<file path="src/rtl/arp_top.sv">
// rtl/arp_top.sv - ARP request/reply transmitter and ARP receiver on a GMII byte interface
//
// crc32_d8: one-byte step of the reflected Ethernet CRC-32 (poly 0x04C11DB7).
//   crc_i   running CRC register
//   data_i  byte to fold in, bit 0 first
//   crc_o   updated CRC register
//
// arp_top: builds and sends 72-byte ARP frames (preamble, SFD, Ethernet header,
// ARP payload, padding, FCS) and parses incoming ARP frames addressed to the board.
//   gmii_clk, sys_rst          clock; asynchronous active-high reset
//   gmii_rx_dv, gmii_rxd       receive byte stream
//   gmii_tx_en, gmii_txd       transmit byte stream (txd forced to 0 when idle)
//   gmii_tx_done               one-cycle pulse after the last FCS byte
//   arp_tx_en, arp_tx_type     start pulse and request(0)/reply(1) select
//   des_mac, des_ip            peer addresses; 0 selects the DES_MAC/DES_IP defaults
//   arp_rx_done, arp_rx_type   valid-frame pulse and request(0)/reply(1) indication
//   src_mac, src_ip            sender fields of the last valid received ARP frame

module crc32_d8 (
  input  logic [31:0] crc_i,
  input  logic [7:0]  data_i,
  output logic [31:0] crc_o
);
  logic [31:0] c;

  always_comb begin
    c = crc_i;
    for (int i = 0; i < 8; i++) begin
      if (c[0] ^ data_i[i]) c = {1'b0, c[31:1]} ^ 32'hEDB8_8320;
      else                  c = {1'b0, c[31:1]};
    end
    crc_o = c;
  end
endmodule

module arp_top #(
  parameter logic [47:0] BOARD_MAC = 48'h00_0a_35_01_fe_c0,
  parameter logic [31:0] BOARD_IP  = 32'hC0_A8_00_02,
  parameter logic [47:0] DES_MAC   = 48'hFF_FF_FF_FF_FF_FF,
  parameter logic [31:0] DES_IP    = 32'hC0_A8_00_03
) (
  input  logic        gmii_clk,
  input  logic        sys_rst,
  input  logic        gmii_rx_dv,
  input  logic [7:0]  gmii_rxd,
  output logic        gmii_tx_en,
  output logic [7:0]  gmii_txd,
  output logic        gmii_tx_done,
  input  logic        arp_tx_en,
  input  logic        arp_tx_type,
  input  logic [47:0] des_mac,
  input  logic [31:0] des_ip,
  output logic        arp_rx_done,
  output logic        arp_rx_type,
  output logic [47:0] src_mac,
  output logic [31:0] src_ip
);

  // ---------------------------------------------------------------- TX path
  typedef enum logic [2:0] {
    TX_IDLE, TX_PREAMBLE, TX_ETH_HDR, TX_ARP_DATA, TX_PAD, TX_CRC, TX_DONE
  } tx_state_t;

  tx_state_t   tx_state_q, tx_state_d;
  logic [6:0]  tx_cnt_q, tx_cnt_d;      // byte index within the 72-byte frame
  logic        tx_en_q, tx_en_d;
  logic [7:0]  txd_q, txd_d;
  logic        tx_done_q, tx_done_d;
  logic [31:0] crc_q, crc_d;
  logic        type_q, type_d;
  logic [47:0] peer_mac_q, peer_mac_d;
  logic [31:0] peer_ip_q, peer_ip_d;

  logic [47:0]  eth_dst, tgt_mac;
  logic [15:0]  oper;
  logic [399:0] hdr_full, hdr_shift;
  logic [31:0]  fcs, fcs_shift;
  logic [7:0]   tx_byte;
  logic [31:0]  crc_upd;

  // Bytes 0..49 of the frame (preamble through target IP) as one vector,
  // selected by shifting the current byte index into the top byte.
  always_comb begin
    eth_dst  = type_q ? peer_mac_q : 48'hFFFF_FFFF_FFFF;
    tgt_mac  = type_q ? peer_mac_q : 48'h0;
    oper     = type_q ? 16'h0002 : 16'h0001;
    hdr_full = {56'h55_55_55_55_55_55_55, 8'hD5,
                eth_dst, BOARD_MAC, 16'h0806,
                16'h0001, 16'h0800, 8'h06, 8'h04, oper,
                BOARD_MAC, BOARD_IP, tgt_mac, peer_ip_q};
    hdr_shift = hdr_full << {tx_cnt_q, 3'b000};
    fcs       = ~crc_q;
    // FCS goes out least-significant byte first; bytes 68..71 map to cnt[1:0]=0..3.
    fcs_shift = fcs >> {tx_cnt_q[1:0], 3'b000};
    if (tx_cnt_q < 7'd50)      tx_byte = hdr_shift[399:392];
    else if (tx_cnt_q < 7'd68) tx_byte = 8'h00;
    else                       tx_byte = fcs_shift[7:0];
  end

  crc32_d8 u_crc (
    .crc_i  (crc_q),
    .data_i (tx_byte),
    .crc_o  (crc_upd)
  );

  always_comb begin
    tx_state_d = tx_state_q;
    tx_cnt_d   = tx_cnt_q;
    tx_en_d    = 1'b0;
    txd_d      = 8'h00;
    tx_done_d  = 1'b0;
    crc_d      = crc_q;
    type_d     = type_q;
    peer_mac_d = peer_mac_q;
    peer_ip_d  = peer_ip_q;

    case (tx_state_q)
      TX_IDLE: begin
        // The done pulse cycle is still blocked so a new start lands one cycle later.
        if (arp_tx_en && !tx_done_q) begin
          tx_state_d = TX_PREAMBLE;
          tx_cnt_d   = 7'd0;
          crc_d      = 32'hFFFF_FFFF;
          type_d     = arp_tx_type;
          peer_mac_d = (des_mac == 48'h0) ? DES_MAC : des_mac;
          peer_ip_d  = (des_ip == 32'h0) ? DES_IP : des_ip;
        end
      end
      TX_PREAMBLE, TX_ETH_HDR, TX_ARP_DATA, TX_PAD, TX_CRC: begin
        tx_en_d  = 1'b1;
        txd_d    = tx_byte;
        tx_cnt_d = tx_cnt_q + 7'd1;
        if (tx_cnt_q >= 7'd8 && tx_cnt_q < 7'd68) crc_d = crc_upd;
        case (tx_cnt_q)
          7'd7:    tx_state_d = TX_ETH_HDR;
          7'd21:   tx_state_d = TX_ARP_DATA;
          7'd49:   tx_state_d = TX_PAD;
          7'd67:   tx_state_d = TX_CRC;
          7'd71:   tx_state_d = TX_DONE;
          default: tx_state_d = tx_state_q;
        endcase
      end
      TX_DONE: begin
        tx_done_d  = 1'b1;
        tx_state_d = TX_IDLE;
      end
      default: tx_state_d = TX_IDLE;
    endcase
  end

  always_ff @(posedge gmii_clk or posedge sys_rst) begin
    if (sys_rst) begin
      tx_state_q <= TX_IDLE;
      tx_cnt_q   <= 7'd0;
      tx_en_q    <= 1'b0;
      txd_q      <= 8'h00;
      tx_done_q  <= 1'b0;
      crc_q      <= 32'hFFFF_FFFF;
      type_q     <= 1'b0;
      peer_mac_q <= 48'h0;
      peer_ip_q  <= 32'h0;
    end else begin
      tx_state_q <= tx_state_d;
      tx_cnt_q   <= tx_cnt_d;
      tx_en_q    <= tx_en_d;
      txd_q      <= txd_d;
      tx_done_q  <= tx_done_d;
      crc_q      <= crc_d;
      type_q     <= type_d;
      peer_mac_q <= peer_mac_d;
      peer_ip_q  <= peer_ip_d;
    end
  end

  assign gmii_tx_en   = tx_en_q;
  assign gmii_txd     = txd_q;
  assign gmii_tx_done = tx_done_q;

  // ---------------------------------------------------------------- RX path
  typedef enum logic [2:0] {
    RX_IDLE, RX_PREAMBLE, RX_ETH_HDR, RX_ARP_DATA, RX_WAIT_END
  } rx_state_t;

  rx_state_t   rx_state_q, rx_state_d;
  logic [5:0]  rx_cnt_q, rx_cnt_d;      // byte index within the frame
  logic [39:0] rx_sh_q, rx_sh_d;        // previous five bytes, newest in the LSBs
  logic        oper_reply_q, oper_reply_d;
  logic [47:0] mac_cap_q, mac_cap_d;
  logic [31:0] ip_cap_q, ip_cap_d;
  logic        rx_done_q, rx_done_d;
  logic        rx_type_q, rx_type_d;
  logic [47:0] src_mac_q, src_mac_d;
  logic [31:0] src_ip_q, src_ip_d;
  logic [47:0] field48;                 // field ending with the current byte

  always_comb begin
    field48      = {rx_sh_q, gmii_rxd};
    rx_state_d   = rx_state_q;
    rx_cnt_d     = rx_cnt_q;
    rx_sh_d      = rx_sh_q;
    oper_reply_d = oper_reply_q;
    mac_cap_d    = mac_cap_q;
    ip_cap_d     = ip_cap_q;
    rx_done_d    = 1'b0;
    rx_type_d    = rx_type_q;
    src_mac_d    = src_mac_q;
    src_ip_d     = src_ip_q;

    if (gmii_rx_dv) rx_sh_d = field48[39:0];

    case (rx_state_q)
      RX_IDLE: begin
        if (gmii_rx_dv) begin
          if (gmii_rxd == 8'h55) begin
            rx_state_d = RX_PREAMBLE;
            rx_cnt_d   = 6'd1;
          end else begin
            rx_state_d = RX_WAIT_END;
          end
        end
      end
      RX_PREAMBLE: begin
        if (!gmii_rx_dv) begin
          rx_state_d = RX_IDLE;
        end else begin
          rx_cnt_d = rx_cnt_q + 6'd1;
          if (rx_cnt_q == 6'd7) begin
            rx_state_d = (gmii_rxd == 8'hD5) ? RX_ETH_HDR : RX_WAIT_END;
          end else if (gmii_rxd != 8'h55) begin
            rx_state_d = RX_WAIT_END;
          end
        end
      end
      RX_ETH_HDR: begin
        if (!gmii_rx_dv) begin
          rx_state_d = RX_IDLE;
        end else begin
          rx_cnt_d = rx_cnt_q + 6'd1;
          if (rx_cnt_q == 6'd13 && field48 != BOARD_MAC &&
              field48 != 48'hFFFF_FFFF_FFFF)
            rx_state_d = RX_WAIT_END;
          if (rx_cnt_q == 6'd21)
            rx_state_d = (field48[15:0] == 16'h0806) ? RX_ARP_DATA : RX_WAIT_END;
        end
      end
      RX_ARP_DATA: begin
        if (!gmii_rx_dv) begin
          rx_state_d = RX_IDLE;
        end else begin
          rx_cnt_d = rx_cnt_q + 6'd1;
          if (rx_cnt_q == 6'd29) begin
            if (field48[15:0] == 16'h0001)      oper_reply_d = 1'b0;
            else if (field48[15:0] == 16'h0002) oper_reply_d = 1'b1;
            else                                rx_state_d   = RX_WAIT_END;
          end
          if (rx_cnt_q == 6'd35) mac_cap_d = field48;
          if (rx_cnt_q == 6'd39) ip_cap_d  = field48[31:0];
          if (rx_cnt_q == 6'd49) begin
            rx_state_d = RX_WAIT_END;
            if (field48[31:0] == BOARD_IP) begin
              rx_done_d = 1'b1;
              rx_type_d = oper_reply_q;
              src_mac_d = mac_cap_q;
              src_ip_d  = ip_cap_q;
            end
          end
        end
      end
      RX_WAIT_END: begin
        if (!gmii_rx_dv) rx_state_d = RX_IDLE;
      end
      default: rx_state_d = RX_IDLE;
    endcase
  end

  always_ff @(posedge gmii_clk or posedge sys_rst) begin
    if (sys_rst) begin
      rx_state_q   <= RX_IDLE;
      rx_cnt_q     <= 6'd0;
      rx_sh_q      <= 40'h0;
      oper_reply_q <= 1'b0;
      mac_cap_q    <= 48'h0;
      ip_cap_q     <= 32'h0;
      rx_done_q    <= 1'b0;
      rx_type_q    <= 1'b0;
      src_mac_q    <= 48'h0;
      src_ip_q     <= 32'h0;
    end else begin
      rx_state_q   <= rx_state_d;
      rx_cnt_q     <= rx_cnt_d;
      rx_sh_q      <= rx_sh_d;
      oper_reply_q <= oper_reply_d;
      mac_cap_q    <= mac_cap_d;
      ip_cap_q     <= ip_cap_d;
      rx_done_q    <= rx_done_d;
      rx_type_q    <= rx_type_d;
      src_mac_q    <= src_mac_d;
      src_ip_q     <= src_ip_d;
    end
  end

  assign arp_rx_done = rx_done_q;
  assign arp_rx_type = rx_type_q;
  assign src_mac     = src_mac_q;
  assign src_ip      = src_ip_q;

endmodule

</file>
<file path="config.mk">
export PLATFORM = sky130hd
export DESIGN_NAME = arp_top
export DESIGN_NICKNAME = d
export VERILOG_FILES = /design/src/rtl/arp_top.sv
export SDC_FILE = /design/constraint.sdc
export NUM_CORES = 1
export LEC_CHECK = 0
export BUFFER_PORTS_ARGS = -buffer_cell sky130_fd_sc_hd__buf_2
export CORE_MARGIN = 4
export CORE_UTILIZATION = 35
export CTS_BUF_LIST = sky130_fd_sc_hd__clkbuf_2 sky130_fd_sc_hd__clkbuf_4 sky130_fd_sc_hd__clkbuf_8
export DETAILED_ROUTE_END_ITERATION = 7
export SLEW_MARGIN = 0
export SYNTH_ARGS = -nofsm -noshare
export SYNTH_HDL_FRONTEND = slang
export SYNTH_HIERARCHICAL = 1
export SYNTH_SLANG_ARGS = --single-unit
</file>
<file path="constraint.sdc">
create_clock -name gmii_clk -period 18.47 [get_ports gmii_clk]
set_clock_uncertainty 0.05 [all_clocks]
set_input_delay 0 -clock gmii_clk [delete_from_list [all_inputs] [get_ports gmii_clk]]
set_output_delay 0 -clock gmii_clk [all_outputs]
set_load 0.005 [all_outputs]
</file>
==> results of run 1 <==
worst max-delay path by stage:
stage | start | end | slack (ns)
floorplan | sys_rst | arp_rx_done$_DFF_PP0_ | 8.91
global placement | tx_cnt_q[0]$_DFFE_PP0P_ | crc_q[19]$_DFFE_PP1P_ | 14.04
detailed placement | tx_cnt_q[0]$_DFFE_PP0P_ | crc_q[19]$_DFFE_PP1P_ | 13.93
CTS | tx_cnt_q[0]$_DFFE_PP0P_ | crc_q[19]$_DFFE_PP1P_ | 13.92
global route | tx_cnt_q[0]$_DFFE_PP0P_ | crc_q[5]$_DFFE_PP1P_ | 13.70
finish | tx_cnt_q[0]$_DFFE_PP0P_ | crc_q[19]$_DFFE_PP1P_ | 13.94
logic make-up after synthesis:
logic type,count (synthesis)
and+or+nand+nor,274
muxes,277
DFF,345
AOI/OAI and AO/OA,203
adders and majority gates,11
buffers and inverters,100
xor gates and xnor gates,71
per-layer routing:
layer	GRT usage (%)	share of wire, %	vias to the layer above
li1	-	-	5300
met1	22.36	42	5856
met2	29.26	48	362
met3	4.764	6.5	124
met4	6.403	3.5	0
met5	0	0	-
synthesized netlist by cell type (all sizes together), types with 8 or more instances:
cell    count
inv        14
xor2       11
a31oi       9
nand2b      8
nand4      22
nor4       31
and2        8
mux2i      32
ha         11
dfrtp     313
o22a       56
clkbuf     40
mux2      232
xnor3      10
o21ai      20
nand3      10
nor3       21
nor2       99
a21oi      49
nand2      41
xnor2      43
o22ai      15
dfstp      32
mux4       13
buf        44
nor2b       8
where the power goes:
group          internal [uW]  leakage, uW  total, uW  switching, uW
clock                    446     0.000716        772            325
combinational           1270      0.00433       2340           1070
sequential               980      0.00438       1150            170
stage by stage:
stage	setup slack [ns]	cells	total power, uW	utilization [%]	cell area [um2]
2_1_floorplan	8.908	1281	3038	-	16430
3_3_place_gp	14.04	2004	3434	38.42	17850
3_5_place_dp	13.93	2004	3466	38.42	17850
4_1_cts	13.92	2224	4304	43.74	20320
5_1_grt	13.70	2224	4590	43.74	20320
6_report	13.94	2224	4266	43.74	20320
final cells by class:
cell class / instances / area (um2) / area share, %
multi-input cells: 836 / 7306 / 35.95
well taps: 607 / 759.5 / 3.737
clock buffers: 95 / 1170 / 5.757
inverters: 16 / 67.56 / 0.3325
clock inverters: 12 / 172.7 / 0.8497
flip-flops and latches: 345 / 8675 / 42.69
repair buffers: 313 / 2172 / 10.69
worst register-to-register path, delay by kind of cell (launching register included):
family | cells | cell delay (ns)
and+or+nand+nor | 1 | 0.13
AOI/OAI and AO/OA | 4 | 0.89
muxes | 1 | 0.70
buffers and inverters | 1 | 0.64
xor gates and xnor gates | 3 | 1.34
DFF | 1 | 0.64
state kept, by name, summed over array words and instances, names as in the netlist:
name and count:
arp_rx_done 1, arp_rx_type 1, crc_q 32, gmii_tx_done 1, gmii_tx_en 1, gmii_txd 8
ip_cap_q 32, mac_cap_q 48, oper_reply_q 1, peer_ip_q 32, peer_mac_q 48, rx_cnt_q 6
rx_sh_q 40, rx_state_q 3, src_ip 32, src_mac 48, tx_cnt_q 7, tx_state_q 3
type_q 1
==> reports/qor.json, run 1 <==
{
  "outcome": "finished clean",
  "setup_viol": 0,
  "critical_path.endpoint_type": "register",
  "antenna_cell_count": 0,
  "yosys-top-cells-area": "sky130_fd_sc_hd__dfrtp_1, sky130_fd_sc_hd__mux2_2, sky130_fd_sc_hd__dfstp_2",
  "clock_insertion_delay_worst_skew_ns": 0.67,
  "r2r-start": "tx_cnt_q[0]$_DFFE_PP0P_",
  "groute.usage.overall_pct": 17.66,
  "grt_start_max_net_pins": 90,
  "timing.critical_path.max_delay_family": "XOR/XNOR gates",
  "worstPathMaxFanout": 42,
  "drtAntennaViolNets": 0,
  "setup_repair_after_global_routing_missed_its_margin": "no",
  "leakage_component_of_the_power_uw": 0.009422,
  "mostFrequentLayoutCells": "sky130_fd_sc_hd__dfrtp_1, sky130_fd_sc_hd__mux2_2, sky130_fd_sc_hd__buf_2",
  "crit_path_top_delay_cell": "sky130_fd_sc_hd__mux4_2",
  "drt-total-wl_um": 44720,
  "critical-path-max-stage-delay_ns": 0.65,
  "grt_first_pass_wirelength_um": 71370,
  "synthSimpleGateAreaFrac_pct": 8.553,
  "drt_drc_violations_left": 0,
  "worst_hold_depth": 3,
  "number_of_buffers_inserted_during_clock_tree_synthesis": 61,
  "max_slew.worst_pin.slew_ns": 1.183,
  "drt_iter0_markers": 681,
  "floorplan.die.height_um": 224.7,
  "yosys_register_bits": 345,
  "power_density_nw_per_um2": 209.9,
  "peakVddDrop_v": 0.0002071,
  "avgSynthCellArea_um2": 12.82,
  "total_negative_setup_slack_ns": 0,
  "start_util_pct": 35.36,
  "grt_pass1_vias": 12476,
  "synth.distinct_cells": 91,
  "worst-endpoint-arrival_ns": 5.02,
  "synth_seq_area_share_pct": 52.80,
  "core_area_um2": 46460,
  "synth_compound_gate_area_share_pct": 9.086,
  "firstDrtPassIters": 6,
  "critical_path_class": "register to register",
  "number_of_setup_buffers_added_after_cts": 0,
  "worstPathBufferInverterCount": 1,
  "clock_root_cell": "sky130_fd_sc_hd__clkbuf_8",
  "hold_violations": 0,
  "clk_pin_slew_ns": 0.06,
  "muxShareOfSynthArea_pct": 19.63,
  "worstSetupStartpointType": "register",
  "worstHoldStart": "des_mac[42]",
  "holdWs_ns": 0.05031,
  "synth_top_family_by_area": "multiplexers",
  "cap_viol_max_count": 0,
  "dieArea_um2": 50470,
  "synth-edff-count": 0,
  "yosys.area_share.xor_xnor_pct": 6.200,
  "synthToLayoutAreaGrowth_pct": 23.70,
  "critical_path_required_ns": 18.96,
  "io_buffer_count": 184,
  "final_common_cell": "sky130_fd_sc_hd__dfrtp_1",
  "io-pin-count": 185,
  "layout_worst_path_cycle_share_pct": 24.54,
  "vias": 11642,
  "slew_headroom_pct": 21.11,
  "hp-class": "input pin to register",
  "clock_tree_from_tritoncts": "yes",
  "hold_buffers": 113,
  "fraction_of_synthesized_cell_area_taken_by_the_top_area_cell_type_pct": 47.68,
  "globalRoute.totalOverflow": 0,
  "post_synthesis_instance_area_um2": 16430,
  "period_minus_slack_ns": 4.532,
  "post_cts_resize_count": 0,
  "post_synth_inst_count": 1281,
  "clock_tree_sinks": 345,
  "fin_nets": 1677,
  "number_of_placement_rows": 79,
  "clock_tree.htree_level_count": 2,
  "fraction_of_registers_with_async_set_or_reset_after_synthesis_pct": 100.0,
  "achievable-frequency_mhz": 220.6,
  "grt_antenna_before_repair": 0,
  "die_span_in_x_um": 224.7,
  "rrSetupSlack_ns": 13.94,
  "timing.critical_path.cells": "buf_4 > mux4_2 > a221oi_1 > o31ai_1 > o2bb2ai_1 > xnor2_4 > xor3_2 > xnor3_1 > nor2_1 > a21oi_1",
  "worst_r2r_path_depth": 10,
  "synth_fa_ha_area_share_pct": 0.8378,
  "avgRoutedWirePerCell_um": 20.11,
  "whs_endpoint": "peer_mac_q[42]$_DFFE_PP0P_",
  "place.detailed.hpwl_um": 29810,
  "gp_routability_congestion": 0.8604,
  "synth_warnings": 6,
  "synth_top_cell_by_area": "sky130_fd_sc_hd__dfrtp_1",
  "crit-reg2reg-capture": "crc_q[19]$_DFFE_PP1P_",
  "crit_cells": 10,
  "max_transition_viols_final": 0,
  "post_route_cells_drive_above_1_share_pct": 36.18,
  "filler_cell_count": 4285,
  "viasPerCell": 5.235,
  "ys.flop_type": "sky130_fd_sc_hd__dfrtp_1",
  "clk_path_buf_depth": 3,
  "syn_nets": 1385
}
Power figures use the tool's default switching activity.
==> run 2: changes to the inputs <==
--- a/config.mk
+++ b/config.mk
@@ -5,6 +5,7 @@
 export SDC_FILE = /design/constraint.sdc
 export NUM_CORES = 1
 export LEC_CHECK = 0
+export ABC_AREA = 1
 export BUFFER_PORTS_ARGS = -buffer_cell sky130_fd_sc_hd__buf_2
 export CORE_MARGIN = 4
 export CORE_UTILIZATION = 35
==> constraint.sdc (replaced) <==
create_clock -name gmii_clk -period 3.8 [get_ports gmii_clk]
set_clock_uncertainty 0.05 [all_clocks]
set_input_delay 0 -clock gmii_clk [delete_from_list [all_inputs] [get_ports gmii_clk]]
set_output_delay 0 -clock gmii_clk [all_outputs]
set_load 0.005 [all_outputs]
==> reports/qor.json, run 2 <==
{
  "antenna_cell_count": {"value": 0, "change": "unchanged"},
  "hp-class": "input pin to register",
  "grt_first_pass_wirelength": {"value": 84690, "unit": "um", "change": "+19%"},
  "timing.critical_path.cells": "clkinvlp_4 > ha_1 > nor3_1 > a21oi_1 > nand2_1 > nand2_1 > nand3_1 > nand2_1 > inv_2 > nand2_2 > nand2_4 > nand2_4 > nand2_4 > nand2_2 > nand2_4 > nand3_1 > nand2_1 > inv_1 > o21ai_0 > o21ai_0",
  "drt-total-wl": {"value": 52940, "unit": "um", "change": "+18%"},
  "ys.flop_type": "sky130_fd_sc_hd__dfrtp_1",
  "viasPerCell": {"value": 4.913, "change": "-6.1%"},
  "slew_headroom": {"value": 39.17, "unit": "%", "change": "+18 points"},
  "dieArea": {"value": 52760, "unit": "um2", "change": "+4.6%"},
  "clk_path_buf_depth": {"value": 3, "change": "unchanged"},
  "critPathLaunch": "tx_cnt_q[2]$_DFFE_PP0P_",
  "drtAntennaViolNets": {"value": 0, "change": "unchanged"},
  "post_synthesis_instance_area": {"value": 17200, "unit": "um2", "change": "+4.7%"},
  "critical_path_class": "register to register",
  "worstHoldStart": "des_ip[17]",
  "synthToLayoutAreaGrowth_pct": 23.23,
  "final_common_cell": "sky130_fd_sc_hd__nand2_1",
  "avgRoutedWirePerCell": {"value": 16.58, "unit": "um", "change": "-18%"},
  "grt_start_max_net_pins": {"value": 98, "change": "+8.9%"},
  "number_of_setup_buffers_added_after_cts": {"value": 0, "change": "unchanged"},
  "power_density": {"value": 729.5, "unit": "nW/um2", "change": "+250%"},
  "peakVddDrop": {"value": 0.0003588, "unit": "V", "change": "+73%"},
  "hold_violations": {"value": 0, "change": "unchanged"},
  "critical_path_required": {"value": 4.30, "unit": "ns", "change": "-14.66 ns"},
  "yosys-top-cells-area": "sky130_fd_sc_hd__dfrtp_1, sky130_fd_sc_hd__nand2_1, sky130_fd_sc_hd__o21ai_0",
  "critical-path-max-stage-delay": {"value": 0.65, "unit": "ns", "change": "about the same"},
  "worstSetupStartpointType": "register",
  "synth_top_cell_by_area": "sky130_fd_sc_hd__dfrtp_1",
  "finish.utilization": {"value": 44.03, "unit": "%", "change": "+0.29 points"},
  "achievable-frequency": {"value": 295.5, "unit": "MHz", "change": "+34%"},
  "gp_routability_congestion": {"value": 0.9174, "change": "+6.6%"},
  "post_route_cells_drive_above_1_share": {"value": 16.48, "unit": "%", "change": "-20 points"},
  "filler_cell_count": {"value": 4841, "change": "+13%"},
  "layout_worst_path_cycle_share": {"value": 89.06, "unit": "%", "change": "+65 points"},
  "vias": {"value": 15688, "change": "+35%"},
  "worstPathBufferInverterCount": {"value": 3, "change": "+2"},
  "fraction_of_registers_with_async_set_or_reset_after_synthesis": {"value": 100.0, "unit": "%", "change": "unchanged"},
  "die_span_in_x": {"value": 229.7, "unit": "um", "change": "+2.3%"},
  "max_slew.worst_pin.slew": {"value": 0.9092, "unit": "ns", "change": "-0.2741 ns"},
  "worstPathMaxFanout": {"value": 13, "change": "-69%"},
  "mostFrequentLayoutCells": "sky130_fd_sc_hd__nand2_1, sky130_fd_sc_hd__dfrtp_1, sky130_fd_sc_hd__o21ai_0",
  "clock_tree_sinks": {"value": 345, "change": "unchanged"},
  "max_transition_viols_final": {"value": 0, "change": "unchanged"},
  "number_of_placement_rows": {"value": 80, "change": "+1.3%"},
  "fraction_of_synthesized_cell_area_taken_by_the_top_area_cell_type": {"value": 45.53, "unit": "%", "change": "-2.1 points"},
  "drt_iter0_markers": {"value": 1241, "change": "+82%"},
  "synth.distinct_cells": {"value": 49, "change": "-46%"},
  "clock_tree_from_tritoncts": "yes",
  "grt_pass1_vias": {"value": 15590, "change": "+25%"},
  "clk_pin_slew": {"value": 0.07, "unit": "ns", "change": "about the same"},
  "groute.usage.overall": {"value": 19.63, "unit": "%", "change": "+2.0 points"},
  "floorplan.die.height": {"value": 229.7, "unit": "um", "change": "+2.3%"},
  "dominant_cell_by_count_in_the_synthesized_netlist": "sky130_fd_sc_hd__nand2_1",
  "io-pin-count": {"value": 185, "change": "unchanged"},
  "timing.critical_path.max_delay_family": "simple AND/OR/NAND/NOR gates",
  "crit_path_top_delay_cell": "sky130_fd_sc_hd__dfrtp_1",
  "r2r-start": "tx_cnt_q[2]$_DFFE_PP0P_",
  "setup_repair_after_global_routing_missed_its_margin": "no",
  "yosys_register_bits": {"value": 345, "change": "unchanged"},
  "synth_warnings": {"value": 6, "change": "unchanged"},
  "syn_nets": {"value": 2308, "change": "+67%"},
  "leakage_component_of_the_power": {"value": 0.01076, "unit": "uW", "change": "+14%"},
  "io_buffer_count": {"value": 184, "change": "unchanged"},
  "holdWs": {"value": 0.04741, "unit": "ns", "change": "-0.002898 ns"},
  "cap_viol_max_count": {"value": 0, "change": "unchanged"},
  "period_minus_slack": {"value": 3.384, "unit": "ns", "change": "-1.148 ns"},
  "total_negative_setup_slack": {"value": 0, "unit": "ns", "change": "unchanged"},
  "clock_tree.htree_level_count": {"value": 2, "change": "unchanged"},
  "grt_antenna_before_repair": {"value": 0, "change": "unchanged"},
  "number_of_buffers_inserted_during_clock_tree_synthesis": {"value": 59, "change": "-3.3%"},
  "firstDrtPassIters": {"value": 8, "change": "+2"},
  "critical_path.endpoint_type": "register",
  "ys_top_cells_by_count": "sky130_fd_sc_hd__nand2_1, sky130_fd_sc_hd__dfrtp_1, sky130_fd_sc_hd__o21ai_0, sky130_fd_sc_hd__nor2_1, sky130_fd_sc_hd__inv_1",
  "avgSynthCellArea": {"value": 7.806, "unit": "um2", "change": "-39%"},
  "clock_insertion_delay_worst_skew": {"value": 0.67, "unit": "ns", "change": "about the same"},
  "setup_viol": {"value": 0, "change": "unchanged"},
  "synth-edff-count": {"value": 0, "change": "unchanged"},
  "start_util": {"value": 35.73, "unit": "%", "change": "+0.37 points"},
  "core_area": {"value": 48150, "unit": "um2", "change": "+3.6%"},
  "place.detailed.hpwl": {"value": 36350, "unit": "um", "change": "+22%"},
  "outcome": "finished clean",
  "post_synth_inst_count": {"value": 2204, "change": "+72%"},
  "synth_seq_area_share": {"value": 50.41, "unit": "%", "change": "-2.4 points"},
  "clock_root_cell": "sky130_fd_sc_hd__clkbuf_8",
  "globalRoute.totalOverflow": {"value": 0, "change": "unchanged"},
  "drt_drc_violations_left": {"value": 0, "change": "unchanged"},
  "worst-endpoint-arrival": {"value": 3.89, "unit": "ns", "change": "-1.13 ns"},
  "fin_nets": {"value": 2593, "change": "+55%"}
}
## run 2: stage by stage
stage	setup slack (ns)	cell area [um2]	cells	power [uW]
6_report	0.4157	21200	3193	15460
5_1_grt	0.09237	21200	3193	16620
4_1_cts	0.4006	21200	3193	15510
3_5_place_dp	0.4264	18780	2972	11690
3_3_place_gp	0.5523	18780	2972	11630
2_1_floorplan	-0.8404	17210	2204	9970
## run 2: final cells by class
cell class	instances	area, um2	share of cell area [%]
tap	656	820.8	3.872
sequential	345	8673	40.91
clock inverter	12	77.57	0.3659
timing repair buffer	325	2360	11.13
inverter	188	715.7	3.376
multi-input combinational	1570	7337	34.61
clock buffer	97	1216	5.737
## run 2: cell families (layout without fill, tap and decap cells)
kind of cell | after synthesis | count (layout) | synth area share (%)
flops | 345 | 345 | 50.41
xor+xnor | 53 | 53 | 3.025
simple gates | 1151 | 1151 | 27.71
compound gates | 355 | 355 | 11.05
fa+ha+maj | 11 | 11 | 0.8000
buf+inv | 289 | 622 | 7.004
## run 2: worst reg2reg max path: stages, from the launching register on
cell                         delay, ns
sky130_fd_sc_hd__dfrtp_1          0.65
sky130_fd_sc_hd__clkinvlp_4       0.41
sky130_fd_sc_hd__ha_1             0.30
sky130_fd_sc_hd__nor3_1           0.19
sky130_fd_sc_hd__a21oi_1          0.08
sky130_fd_sc_hd__nand2_1          0.10
sky130_fd_sc_hd__nand2_1          0.05
sky130_fd_sc_hd__nand3_1          0.13
sky130_fd_sc_hd__nand2_1          0.12
sky130_fd_sc_hd__inv_2            0.09
sky130_fd_sc_hd__nand2_2          0.06
sky130_fd_sc_hd__nand2_4          0.17
sky130_fd_sc_hd__nand2_4          0.09
sky130_fd_sc_hd__nand2_4          0.13
sky130_fd_sc_hd__nand2_2          0.09
sky130_fd_sc_hd__nand2_4          0.11
sky130_fd_sc_hd__nand3_1          0.08
sky130_fd_sc_hd__nand2_1          0.07
sky130_fd_sc_hd__inv_1            0.03
sky130_fd_sc_hd__o21ai_0          0.16
sky130_fd_sc_hd__o21ai_0          0.12
## run 2: power by group
| group | leakage, uW | switching, uW | internal (uW) |
|---|---|---|---|
| logic | 0.00564 | 4350 | 2400 |
| clock network | 0.000695 | 1600 | 2030 |
| registers | 0.00442 | 572 | 4510 |
## run 2: what timing repair did
action / in CTS / in global routing
setup endpoints to repair: 0 / 1
hold buffers: 112 / 0
resized for setup: 0 / 1
endpoints found under the hold margin: 218 / 0
## run 2: path summary, 6_finish.rpt
| check | depth (start not counted) | slack [ns] | end |
|---|---|---|---|
| hold / removal | 4 | 0.05 | peer_ip_q[17]$_DFFE_PP0P_ |
| setup / recovery | 20 | 0.42 | crc_q[25]$_DFFE_PP1P_ |
| setup reg to reg | 20 | 0.42 | crc_q[25]$_DFFE_PP1P_ |
| max in group asynchronous | 5 | 2.12 | gmii_txd[0]$_DFF_PP0_ |
| min in group asynchronous | 4 | 0.58 | src_mac[28]$_DFFE_PP0P_ |
| hold reg to reg | 2 | 0.41 | src_mac[32]$_DFFE_PP0P_ |
## run 2: routing by layer
metal	vias to the layer above	track usage, %	share of wire (%)
li1	7598	-	-
met1	7552	26.67	45
met2	446	32.43	47
met3	92	3.391	5.3
met5	-	0	0
met4	0	5.728	2.3
